$ cat src/rtl/alioth_test_monitor_pkg.sv
// -----------------------------------------------------------------------------
// alioth_test_monitor_pkg
//   Shared types and default constants for the alioth test-completion monitor.
//   - mon_state_t : monitor state encoding as seen on state_o
//                   (0 RUN, 1 DONE, 2 TIMEOUT)
//   - DEFAULT_*   : default parameter values for alioth_test_monitor
// -----------------------------------------------------------------------------
package alioth_test_monitor_pkg;

   typedef enum logic [1:0] {
      MON_RUN     = 2'd0,
      MON_DONE    = 2'd1,
      MON_TIMEOUT = 2'd2
   } mon_state_t;

   localparam logic [31:0] DEFAULT_TOHOST_PC   = 32'h0000_00a0;
   localparam int          DEFAULT_TOHOST_HITS = 8;
   localparam logic [31:0] DEFAULT_PASS_VALUE  = 32'd1;
   localparam int          DEFAULT_TIMEOUT_BIT = 20;

   // Width of the to-host arrival counter (hit_cnt_o).
   localparam int HIT_CNT_WIDTH = 8;

endpackage

$ cat src/rtl/alioth_popcount.sv
// -----------------------------------------------------------------------------
// alioth_popcount
//   Combinational population count of the per-lane retire strobes.
//   Parameters:
//     N     : number of input bits (retire lanes)
//   Ports:
//     bits  in  N              : lane strobes
//     count out $clog2(N+1)    : number of set bits
// -----------------------------------------------------------------------------
module alioth_popcount #(
   parameter  int N = 2,
   localparam int W = $clog2(N + 1)
) (
   input  logic [N-1:0] bits,
   output logic [W-1:0] count
);

   always_comb begin
      count = '0;
      for (int i = 0; i < N; i++) begin
         count = count + W'(bits[i]);
      end
   end

endmodule

$ cat src/rtl/alioth_test_monitor.sv
// -----------------------------------------------------------------------------
// alioth_test_monitor
//   Test-completion and performance monitor for the alioth core. Watches the
//   fetch PC for repeated, distinct arrivals at the to-host PC, then latches a
//   pass/fail verdict from the test-result register and freezes its cycle and
//   instruction counters.
//
//   Build option: define ALIOTH_TEST_MONITOR_TIMEOUT_EN to enable timeout
//   detection (cycle_cnt[TIMEOUT_BIT] set ends the test in TIMEOUT). When it
//   is undefined, timeout_o is tied 0, the cycle counter free-runs and wraps,
//   and the monitor stays in RUN until the hit count is reached.
//
//   Ports:
//     clk            in  1            clock
//     rst_n          in  1            asynchronous active-low reset
//     clear_i        in  1            synchronous restart to RUN, counters zeroed
//     pc_i           in  PC_WIDTH     current fetch PC
//     retire_valid_i in  RETIRE_PORTS per-lane retire strobes
//     result_i       in  32           test-result register (x3)
//     state_o        out 2            0 RUN, 1 DONE, 2 TIMEOUT
//     done_o         out 1            test ended by to-host hits
//     pass_o         out 1            done and result matched PASS_VALUE
//     timeout_o      out 1            test ended by timeout
//     hit_cnt_o      out 8            to-host arrivals so far
//     cycle_cnt_o    out CNT_WIDTH    cycles spent in RUN
//     inst_cnt_o     out CNT_WIDTH    retired instructions (saturating)
//     end_cycle_o    out CNT_WIDTH    cycle count at the first to-host hit
//     fail_num_o     out 32           result_i sampled at test end
// -----------------------------------------------------------------------------
module alioth_test_monitor
   import alioth_test_monitor_pkg::*;
#(
   parameter int          PC_WIDTH     = 32,
   parameter int          CNT_WIDTH    = 32,
   parameter int          RETIRE_PORTS = 2,
   parameter logic [31:0] TOHOST_PC    = DEFAULT_TOHOST_PC,
   parameter int          TOHOST_HITS  = DEFAULT_TOHOST_HITS,
   parameter logic [31:0] PASS_VALUE   = DEFAULT_PASS_VALUE,
   parameter int          TIMEOUT_BIT  = DEFAULT_TIMEOUT_BIT
) (
   input  logic                    clk,
   input  logic                    rst_n,
   input  logic                    clear_i,
   input  logic [PC_WIDTH-1:0]     pc_i,
   input  logic [RETIRE_PORTS-1:0] retire_valid_i,
   input  logic [31:0]             result_i,
   output logic [1:0]              state_o,
   output logic                    done_o,
   output logic                    pass_o,
   output logic                    timeout_o,
   output logic [7:0]              hit_cnt_o,
   output logic [CNT_WIDTH-1:0]    cycle_cnt_o,
   output logic [CNT_WIDTH-1:0]    inst_cnt_o,
   output logic [CNT_WIDTH-1:0]    end_cycle_o,
   output logic [31:0]             fail_num_o
);

   localparam int                  POP_W       = $clog2(RETIRE_PORTS + 1);
   localparam int                  SUM_W       = CNT_WIDTH + 1;
   localparam logic [PC_WIDTH-1:0] TOHOST_PC_W = PC_WIDTH'(TOHOST_PC);
   localparam logic [HIT_CNT_WIDTH-1:0] LAST_HIT_IDX = HIT_CNT_WIDTH'(TOHOST_HITS - 1);

   mon_state_t                state_reg, state_next;
   logic [CNT_WIDTH-1:0]      cycle_reg, cycle_next;
   logic [CNT_WIDTH-1:0]      inst_reg, inst_next;
   logic [CNT_WIDTH-1:0]      end_cycle_reg, end_cycle_next;
   logic [HIT_CNT_WIDTH-1:0]  hit_reg, hit_next;
   logic [PC_WIDTH-1:0]       last_pc_reg, last_pc_next;
   logic [31:0]               fail_num_reg, fail_num_next;
   logic                      pass_reg, pass_next;

   logic [POP_W-1:0]          retire_count;
   logic [SUM_W-1:0]          inst_sum;
   logic                      hit;
   logic                      final_hit;
   logic                      timeout_hit;

   alioth_popcount #(
      .N     (RETIRE_PORTS)
   ) u_popcount (
      .bits  (retire_valid_i),
      .count (retire_count)
   );

   // A hit is an arrival: the PC must have changed into TOHOST_PC, so a PC
   // parked on the to-host loop counts only once.
   assign hit       = (pc_i == TOHOST_PC_W) && (pc_i != last_pc_reg);
   assign final_hit = hit && (hit_reg == LAST_HIT_IDX);

   // One extra bit catches the carry so the instruction count can saturate.
   assign inst_sum  = {1'b0, inst_reg} + SUM_W'(retire_count);

`ifdef ALIOTH_TEST_MONITOR_TIMEOUT_EN
   assign timeout_hit = cycle_reg[TIMEOUT_BIT];
`else
   // Timeout compiled out: constant 0 for any legal TIMEOUT_BIT, which keeps
   // the parameter referenced in this build without creating any logic.
   assign timeout_hit = (TIMEOUT_BIT < 0);
`endif

   always_comb begin
      state_next     = state_reg;
      cycle_next     = cycle_reg;
      inst_next      = inst_reg;
      end_cycle_next = end_cycle_reg;
      hit_next       = hit_reg;
      last_pc_next   = last_pc_reg;
      fail_num_next  = fail_num_reg;
      pass_next      = pass_reg;

      if (clear_i) begin
         // Restart wins over everything, including this edge's hit/retire.
         state_next     = MON_RUN;
         cycle_next     = '0;
         inst_next      = '0;
         end_cycle_next = '0;
         hit_next       = '0;
         last_pc_next   = '0;
         fail_num_next  = '0;
         pass_next      = 1'b0;
      end else if (state_reg == MON_RUN) begin
         cycle_next   = cycle_reg + 1'b1;
         inst_next    = inst_sum[CNT_WIDTH] ? '1 : inst_sum[CNT_WIDTH-1:0];
         last_pc_next = pc_i;

         if (hit) begin
            hit_next = hit_reg + 1'b1;
            if (hit_reg == '0) begin
               end_cycle_next = cycle_reg;
            end
         end

         // The final hit takes precedence over a timeout on the same edge.
         if (final_hit) begin
            state_next    = MON_DONE;
            fail_num_next = result_i;
            pass_next     = (result_i == PASS_VALUE);
         end else if (timeout_hit) begin
            state_next    = MON_TIMEOUT;
            fail_num_next = result_i;
         end
      end
      // DONE and TIMEOUT hold every register until clear_i or rst_n.
   end

   always_ff @(posedge clk or negedge rst_n) begin
      if (!rst_n) begin
         state_reg     <= MON_RUN;
         cycle_reg     <= '0;
         inst_reg      <= '0;
         end_cycle_reg <= '0;
         hit_reg       <= '0;
         last_pc_reg   <= '0;
         fail_num_reg  <= '0;
         pass_reg      <= 1'b0;
      end else begin
         state_reg     <= state_next;
         cycle_reg     <= cycle_next;
         inst_reg      <= inst_next;
         end_cycle_reg <= end_cycle_next;
         hit_reg       <= hit_next;
         last_pc_reg   <= last_pc_next;
         fail_num_reg  <= fail_num_next;
         pass_reg      <= pass_next;
      end
   end

   assign state_o     = state_reg;
   assign done_o      = (state_reg == MON_DONE);
   assign pass_o      = pass_reg;
   assign hit_cnt_o   = hit_reg;
   assign cycle_cnt_o = cycle_reg;
   assign inst_cnt_o  = inst_reg;
   assign end_cycle_o = end_cycle_reg;
   assign fail_num_o  = fail_num_reg;

`ifdef ALIOTH_TEST_MONITOR_TIMEOUT_EN
   assign timeout_o = (state_reg == MON_TIMEOUT);
`else
   assign timeout_o = 1'b0;
`endif

endmodule

$ cat config.mk
export PLATFORM = sky130hd
export DESIGN_NAME = alioth_test_monitor
export DESIGN_NICKNAME = d
export VERILOG_FILES = /design/src/rtl/alioth_test_monitor_pkg.sv /design/src/rtl/alioth_popcount.sv /design/src/rtl/alioth_test_monitor.sv
export SDC_FILE = /design/constraint.sdc
export NUM_CORES = 1
export LEC_CHECK = 0
export ABC_CLOCK_PERIOD_IN_PS = 3900
export CAP_MARGIN = 15
export CORE_MARGIN = 4
export CORE_UTILIZATION = 25
export DETAILED_ROUTE_END_ITERATION = 10
export SLEW_MARGIN = 20
export SYNTH_ARGS = -nofsm -noshare
export SYNTH_HDL_FRONTEND = slang
export SYNTH_HIERARCHICAL = 1
export SYNTH_SLANG_ARGS = --single-unit
export TNS_END_PERCENT = 1
$ cat constraint.sdc
create_clock -name clk -period 3.9 [get_ports clk]
set_input_delay 0.78 -clock clk [delete_from_list [all_inputs] [get_ports clk]]
set_output_delay 0.78 -clock clk [all_outputs]
set_load 0.005 [all_outputs]
# [After elaboration in Yosys (flattened, before gate mapping)]
# Cells that the tools add are included.
[op_classes] n_mux=23 add_sub_neg=4 n_reduce_logical=11 n_eq_ne=5
[ops] operator="32-bit two-way mux" count=14
[ops] operator="32-bit by 2-bit adder with 33-bit output" count=1
[ops] operator="32-bit by 1-bit adder with 32-bit output, second input constant" count=1
[ops] operator="32-bit by 1-bit == test with 1-bit output, second input constant" count=1
[ops] operator="32-bit by 8-bit == test with 1-bit output, second input constant" count=1
[ops] operator="32-bit inequality test" count=1
[ops] operator="8-bit two-way mux" count=3
[ops] operator="8-bit by 1-bit adder with 8-bit output, second input constant" count=1
[ops] operator="8-bit by 3-bit == test with 1-bit output, second input constant" count=1
[ops] operator="8-bit logical NOT" count=1
[ops] operator="2-bit nonzero test" count=4
[ops] operator="2-bit two-way mux" count=3
[ops] operator="2-bit AND reduction" count=2
[ops] operator="1-bit two-way mux" count=3
[ops] operator="3-bit AND reduction" count=1
[ops] operator="1-bit by 1-bit adder with 2-bit output" count=1
[ops] operator="2-bit by 1-bit == test with 1-bit output, second input constant" count=1
[ops] operator="1-bit logical AND" count=2
[ops] operator="2-bit logical NOT" count=1
[totals] input_bits=69 output_inout_bits=141 wordCells=51 register_bits=171

# [Longest topological paths before layout]
# Gate-level depths: netlist of the first run.
[logic_depth] ltp_word=6 mapped_depth=11 depth_no_buf=10

# [Cells and area by module]
# The synthesis of the first run kept the hierarchy.
[by_module_without_submodules] mod="alioth_test_monitor" area_each_um2=8373.0 n_inst=1 seq_area_each_um2=4254.1 cells_each=795
[by_module_without_submodules] mod="alioth_popcount" area_each_um2=12.5 n_inst=1 seq_area_each_um2=0.0 cells_each=1

# [Worst setup path before layout of the first run]
# Ideal clock, no wire load.
[synth_timing] kind="input-to-reg" from="input port retire_valid_i[0]" to="register inst_reg[30], in the netlist inst_cnt_o[30]" path_stages=10 t_required_ps=3768 slack_ps=879 t_arrival_ps=2889 n_path_buf=0 setup_time_ps=132 path_cell_list="ha_1 ha_1 inv_1 fa_1 nand3b_1 nor4_2 nand3_1 or4_1 o21ai_0 nor2_1"
[synth_between] elab_chain_cells=5
[synth_lines] element="start: declaration" line_no="alioth_test_monitor.sv:45" text="input logic [RETIRE_PORTS-1:0] retire_valid_i,"
[synth_lines] element="1-bit by 1-bit adder with 2-bit output" line_no="alioth_popcount.sv:21" text="count = count + W'(bits[i]);"
[synth_lines] element="32-bit by 2-bit adder with 33-bit output" line_no="alioth_test_monitor.sv:91" text="assign inst_sum = {1'b0, inst_reg} + SUM_W'(retire_count);"
[synth_lines] element="32-bit two-way mux" line_no="alioth_test_monitor.sv:123" text="inst_next = inst_sum[CNT_WIDTH] ? '1 : inst_sum[CNT_WIDTH-1:0];"
[synth_lines] element="32-bit two-way mux" line_no="alioth_test_monitor.sv:121" text="end else if (state_reg == MON_RUN) begin"
[synth_lines] element="32-bit two-way mux" line_no="alioth_test_monitor.sv:111" text="if (clear_i) begin"
[synth_lines] element="end signal: assignment" line_no="alioth_test_monitor.sv:159" text="inst_reg <= inst_next;"
[synth_lines] element="end: declaration" line_no="alioth_test_monitor.sv:65" text="logic [CNT_WIDTH-1:0] inst_reg, inst_next;"
# No other way between the ends. The select of a mux whose other input is x is not followed.
# A chain may end at the register's enable or synchronous reset.

# [Final worst setup path of the first run]
[layout_timing] from="input port retire_valid_i[0]" to="register inst_reg[9], in the netlist inst_cnt_o[9]"
[layout_between] elab_chain_cells=5
[layout_lines] element="1-bit by 1-bit adder with 2-bit output" line_no="alioth_popcount.sv:21"
[layout_lines] element="via retire_count[0]" line_no="alioth_test_monitor.sv:72" text="logic [POP_W-1:0] retire_count;"
[layout_lines] element="32-bit by 2-bit adder with 33-bit output" line_no="alioth_test_monitor.sv:91"
[layout_lines] element="32-bit two-way mux" line_no="alioth_test_monitor.sv:123"
[layout_lines] element="32-bit two-way mux" line_no="alioth_test_monitor.sv:121"
[layout_lines] element="32-bit two-way mux" line_no="alioth_test_monitor.sv:111"
# The timed path passes the listed nets, and every way through them passes these cells. The select of a mux whose other input is x is not followed.

==> impl_metrics.csv, run 1 <==
group,metric,value,unit
floorplanning,dieArea,36500,µm²
logic_synthesis,synth-warning-count,6,
pwr,combPwrFrac,6.9,%
drt,viasPerCell,4.71,
drt,num_vias,6850,
critical_path,crit_chain,"clkdlybuf4s50_1 > ha_1 > ha_1 > inv_1 > fa_1 > nand3b_1 > nor4_2 > nand3_1 > buf_4 > a21oi_1 > nor2_1 > a211oi_1",
logic_synthesis,yosysSeqAreaShare,50.7,%
sta,fmax,0.318,GHz
sta,fin_crit_sh,80.7,%
global_route,grt.total_usage,13.5,%
pwr,ir_worst_vdd,0.280,mV
critical_path,cp.arrival,3.49,ns
place,post-dp-hpwl,17.4,mm
sta,fin_tns_setup,0,ns
pwr,p_clk_share,49.4,%
critical_path,cp_top_family,"simple AND/OR/NAND/NOR gates",
cts,cts_tree,"done",
critical_path,crit_top_cell,"ha_1",
drt,routed.top_layer,"met4",
drt,dr.pass1.iters,4,
finish,syn_to_final_growth,38.7,%
sta,tightest_slew,1.02,ns
logic_synthesis,yosysMostFrequentCell,"dfrtp_1",
drt,wl_met3,1.71,mm
critical_path,worstSetupPathType,"in -> reg",
pwr,leakagePower,4.50,nW
sta,rsz0062_at_grt,"no",
global_route,grt_pass1_wl,39.3,mm
hold_path,hold_class,"in -> async",
logic_synthesis,synth_edf_count,0,
logic_synthesis,avgSynthCellArea,10.5,µm²
place,post-place-cells,1422,
critical_path,end_kind,"flop",
drt,postRouteAntennaNets,0,
critical_path,required,4.25,ns
pwr,p_per_area,356,nW/µm²
logic_synthesis,synthArstFlopShare,100,%
floorplanning,die_w,191,µm
drt,routed_wl,24.4,mm
sta,clock-skew-final,0.0107,ns
finish,fin_nets,1075,
pwr,internal-power,0.00319,W
cts,h-tree-depth,4,
global_route,antenna_found_initial,0,
sta,fin_crit,3.15,ns
logic_synthesis,synth_area_leaders,"dfrtp_1 51%, mux2i_1 8.5%, nor2_1 5.5%, xnor2_1 4.7%, a22o_1 3.3%",
finish,antenna-diode-count,0,
finish,drive_gt1_share,7.31,%
logic_synthesis,synth_seq_cells,170,
critical_path,critPathSlowestCell,"clkdlybuf4s50_1",
pwr,sw_frac_of_total,22.9,%
cts,clock_sinks,170,
floorplanning,initial_utilization,25.6,%
drt,drt-initial-drc-count,389,
sta,setup_viol,0,
logic_synthesis,synthFlopType,"dfrtp_1",
cts,cts.clk_slew.worst_paths,0.07,ns
cts,clk_latency,0.45,ns
drt,wl_met2,11.1,mm
cts,post-cts-setup-buffer-count,0,
cts,holdBufCountCts,0,
logic_synthesis,synth.distinct_cells,59,
logic_synthesis,synth_common_cells,"170 x dfrtp_1, 123 x nor2_1, 71 x mux2i_1",
logic_synthesis,postSynthCellCount,796,
cts,cts_resized,0,
cts,clockBufferDepth,2,
critical_path,critPathMaxFanout,17,
drt,wire_per_inst,16.8,µm
global_route,grt_max_degree,69,
cts,clockRootBuffer,"clkbuf_16",
global_route,first_global_vias,6902,
logic_synthesis,yosysTopAreaCell,"dfrtp_1",
floorplanning,io_pins,210,
floorplanning,die_h,191,µm
sta,hold_viol_final,0,
place,port_buffers,207,
floorplanning,rows,66,
logic_synthesis,yosys.area.top_type_share,50.7,%
logic_synthesis,syn_area,8390,µm²
critical_path,critPathLaunchType,"input port",
place,globalplace.congestion,0.780,
sta,maxSlewHeadroom,32.3,%
cts,cts_buffers,17,
outcome,outcome,"finished, final reports clean",
floorplanning,core_area,32800,µm²
finish,layoutNonFillerInstCount,1454,
finish,nFillCells,3330,
global_route,gr-total-overflow,0,
critical_path,max_stage_delay,0.40,ns
critical_path,critPathBufInv,3,
sta,slew_violations,0,
pwr,seq_power_share,43.7,%
flow_run,max_cap_violations,0,
drt,wl_met1,11.4,mm
drt,drc,0,
pwr,power.switching,0.000946,W
## final cells by class
| type | instances | area, µm² | area share (%) |
|---|---|---|---|
| clock buffers | 17 | 425 | 3.66 |
| clock inverters | 15 | 268 | 2.30 |
| inverters | 24 | 90.1 | 0.775 |
| multi-input cells | 561 | 3790 | 32.6 |
| flip-flops and latches | 170 | 4260 | 36.6 |
| repair buffers | 225 | 2240 | 19.3 |
| well taps | 442 | 553 | 4.76 |
## through the flow
| stage | worst slack (ns) | utilization (%) | cell area (µm²) | hold WS (ns) | total power [W] |
|---|---|---|---|---|---|
| floorplan | 0.879 | - | 8390 | 0.484 | 0.00195 |
| global placement | 0.344 | 33.4 | 10900 | 0.489 | 0.00213 |
| detailed placement | 0.313 | 33.4 | 10900 | 0.494 | 0.00213 |
| CTS | 0.783 | 35.5 | 11600 | 0.314 | 0.00420 |
| global route | 0.517 | 35.5 | 11600 | 0.327 | 0.00430 |
| finish | 0.754 | 35.5 | 11600 | 0.308 | 0.00414 |
## layout by cell type (no fill, tap or decap), types with 6 or more instances in the layout
cell type / count
dfrtp_1: 169
a31oi_1: 8
clkbuf_16: 17
nor4b_1: 6
o21ai_0: 17
o21bai_1: 6
xnor2_1: 45
nand3_1: 20
and4_1: 6
a21oi_1: 23
nor3_1: 22
a22o_1: 32
nand2_1: 40
nand4_1: 31
nor2_1: 123
clkdlybuf4s50_1: 205
inv_1: 23
nor4_1: 22
buf_4: 16
mux2i_1: 71
ha_1: 6
a221oi_1: 10
xor2_1: 14
bufinv_16: 7
or3_1: 8
## cell families (layout without fill, tap and decap cells)
kind of cell	after synthesis	count (layout)	synth area share, %
XOR/XNOR	59	59	6.16
multiplexers	74	74	8.88
adder cells (fa/ha/maj)	7	7	1.13
buffers and inverters	66	281	4.09
other	1	2	0.0447
flip-flops	170	170	50.7
AND/OR/NAND/NOR	304	304	18.7
AO/OA/AOI/OAI	115	115	10.3
## worst register-to-register path, stage by stage, from the launching register on
cell      delay, ns
dfrtp_2        0.70
nand2b_1       0.31
and4_1         0.51
nand3_1        0.34
or3_2          0.49
a21oi_1        0.14
## layer usage
layer	vias up	GRT usage, %
li1	3263	-
met5	-	0
met3	15	4.53
met2	185	20.2
met1	3387	18.7
met4	0	3.67
## worst paths after layout
check | start | to | slack, ns | cells past startpoint
setup / recovery | retire_valid_i[0] | inst_cnt_o[9]$_DFFE_PN0P_ | 0.75 | 12
hold / removal | rst_n | inst_cnt_o[13]$_DFFE_PN0P_ | 0.31 | 1
setup reg to reg | state_o[0]$_DFFE_PN0P_ | cycle_cnt_o[18]$_DFFE_PN0P_ | 1.33 | 5
hold reg to reg | end_cycle_o[21]$_DFFE_PN0P_ | end_cycle_o[21]$_DFFE_PN0P_ | 0.51 | 1
max in group asynchronous | rst_n | cycle_cnt_o[1]$_DFFE_PN0P_ | 2.68 | 2
min in group clk | end_cycle_o[21]$_DFFE_PN0P_ | end_cycle_o[21]$_DFFE_PN0P_ | 0.51 | 1
## power by group through the flow
stage | Combinational [W] | Clock (W) | Sequential (W)
after floorplan | 0.000114 | 0 | 0.00184
after global placement | 0.000290 | 0 | 0.00184
after detailed placement | 0.000290 | 0 | 0.00184
after CTS | 0.000292 | 0.00210 | 0.00181
after global routing | 0.000318 | 0.00217 | 0.00181
final | 0.000284 | 0.00204 | 0.00181
Note: power is estimated with default switching activity, not from simulation.
==> run 2, diff against run 1 <==
--- a/config.mk
+++ b/config.mk
@@ -5,7 +5,7 @@
 export SDC_FILE = /design/constraint.sdc
 export NUM_CORES = 1
 export LEC_CHECK = 0
-export ABC_CLOCK_PERIOD_IN_PS = 3900
+export ABC_CLOCK_PERIOD_IN_PS = 3100
 export CAP_MARGIN = 15
 export CORE_MARGIN = 4
 export CORE_UTILIZATION = 25
==> constraint.sdc (replaced) <==
create_clock -name clk -period 3.1 [get_ports clk]
set_input_delay 0.62 -clock clk [delete_from_list [all_inputs] [get_ports clk]]
set_output_delay 0.62 -clock clk [all_outputs]
set_load 0.005 [all_outputs]
==> impl_metrics.csv, run 2 (synthesis results as in run 1) <==
group,metric,value,unit
finish,syn_to_final_growth,41.3,%
flow_run,max_cap_violations,0,
sta,setup_viol,0,
finish,layout_commonest_cell,"clkdlybuf4s50_1",
global_route,antenna_found_initial,0,
sta,maxSlewHeadroom,45.4,%
critical_path,max_stage_delay,0.41,ns
sta,rsz0062_at_grt,"no",
drt,postRouteAntennaNets,0,
hold_path,hold_class,"in -> async",
cts,cts_tree,"done",
place,post-dp-hpwl,18.2,mm
critical_path,critPathMaxFanout,18,
sta,tightest_slew,0.819,ns
finish,regArea,4260,µm²
global_route,grt_pass1_wl,40.2,mm
finish,fin_nets,1114,
cts,holdBufCountCts,0,
sta,hold_viol_final,0,
sta,slew_violations,0,
sta,fin_tns_setup,0,ns
floorplanning,core_area,32800,µm²
drt,routed_wl,25.0,mm
critical_path,crit_chain,"clkdlybuf4s50_1 > ha_1 > ha_1 > inv_1 > fa_1 > nand3b_1 > nor4_2 > buf_4 > nand3_1 > buf_4 > o21ai_0 > a21oi_1 > a211oi_1",
floorplanning,io_pins,210,
global_route,grt.total_usage,13.9,%
cts,clockRootBuffer,"clkbuf_16",
place,globalplace.congestion,0.811,
place,place_area,11300,µm²
place,pre_cts_slack,-0.205,ns
pwr,design_power_total,0.00480,W
drt,num_vias,6957,
critical_path,ff2ff_setup_slack,0.71,ns
global_route,grt_max_degree,68,
cts,clock_sinks,170,
finish,antenna-diode-count,0,
global_route,gr-total-overflow,0,
finish,layout_common_cells,"205 x clkdlybuf4s50_1, 169 x dfrtp_1, 123 x nor2_1",
sta,worst_slack,0.249,ns
cts,post-cts-setup-buffer-count,0,
cts,cts_resized,0,
pwr,ir_worst_vdd,0.348,mV
floorplanning,initial_utilization,25.6,%
drt,drt-initial-drc-count,402,
cts,h-tree-depth,4,
critical_path,critPathLaunchType,"input port",
cts,clockBufferDepth,2,
drt,viasPerCell,4.67,
global_route,grt_use_met1,18.5,%
sta,hold_ws,0.116,ns
cts,cts_buffers,17,
global_route,use_met2,21.2,%
critical_path,cp.arrival,3.19,ns
critical_path,cp_top_family,"buffers and inverters",
critical_path,worstSetupPathType,"in -> reg",
pwr,leakagePower,4.66,nW
floorplanning,die_w,191,µm
global_route,grt-busiest-layer,"met2",
sta,fin_crit_sh,92.0,%
sta,fin_crit,2.85,ns
outcome,outcome,"finished, final reports clean",
finish,multi_input_area,3790,µm²
critical_path,end_kind,"flop",
finish,stdcell_area,11900,µm²
drt,drc,0,
cts,cts.clk_slew.worst_paths,0.06,ns
sta,fmax,0.351,GHz
floorplanning,rows,66,
finish,nFillCells,3325,
critical_path,required,3.44,ns
global_route,first_global_vias,7180,
global_route,grtUsageMet3,5.11,%
drt,dr.pass1.iters,4,
sta,clock-skew-final,0.0123,ns
finish,drive_gt1_share,10.5,%
floorplanning,die_h,191,µm
cts,clk_latency,0.44,ns
critical_path,critPathBufInv,4,
pwr,p_per_area,405,nW/µm²
floorplanning,dieArea,36500,µm²
drt,wire_per_inst,16.8,µm
critical_path,critPathSlowestCell,"clkdlybuf4s50_1",
place,port_buffers,207,
-- run 2: final timing paths --
check,cells past startpoint,to,startpoint
min,1,inst_cnt_o[17]$_DFFE_PN0P_,rst_n
min reg2reg,1,end_cycle_o[2]$_DFFE_PN0P_,end_cycle_o[2]$_DFFE_PN0P_
max,13,inst_cnt_o[19]$_DFFE_PN0P_,retire_valid_i[0]
min in group clk,1,end_cycle_o[2]$_DFFE_PN0P_,end_cycle_o[2]$_DFFE_PN0P_
max in group asynchronous,2,fail_num_o[5]$_DFFE_PN0P_,rst_n
max reg2reg,11,inst_cnt_o[19]$_DFFE_PN0P_,inst_cnt_o[0]$_DFFE_PN0P_
-- run 2: area by class of cell --
| type | instances | area share (%) |
|---|---|---|
| Clock inverter | 10 | 0.982 |
| Multi-Input combinational cell | 561 | 32.0 |
| Clock buffer | 20 | 3.85 |
| Sequential cell | 170 | 35.9 |
| Timing Repair Buffer | 264 | 21.8 |
| Inverter | 24 | 0.760 |
| Tap cell | 442 | 4.67 |
-- run 2: where the power goes --
part	switching [W]	internal [W]
logic	0.000196	0.000188
registers	0.0000271	0.00225
clock network	0.000919	0.00122
total	0.00114	0.00366
-- run 2: through the flow --
| stage | std cells | utilization, % |
|---|---|---|
| 6_report | 1491 | 36.1 |
| 5_1_grt | 1491 | 36.1 |
| 4_1_cts | 1491 | 36.1 |
| 3_5_place_dp | 1461 | 34.4 |
| 3_3_place_gp | 1461 | 34.4 |
| 2_1_floorplan | 797 | - |
-- run 2: routing by layer --
metal / vias up / wire length (µm)
met5: - / 0
met2: 188 / 11200
met3: 26 / 1980
met4: 0 / 431
met1: 3410 / 11400
li1: 3333 / -
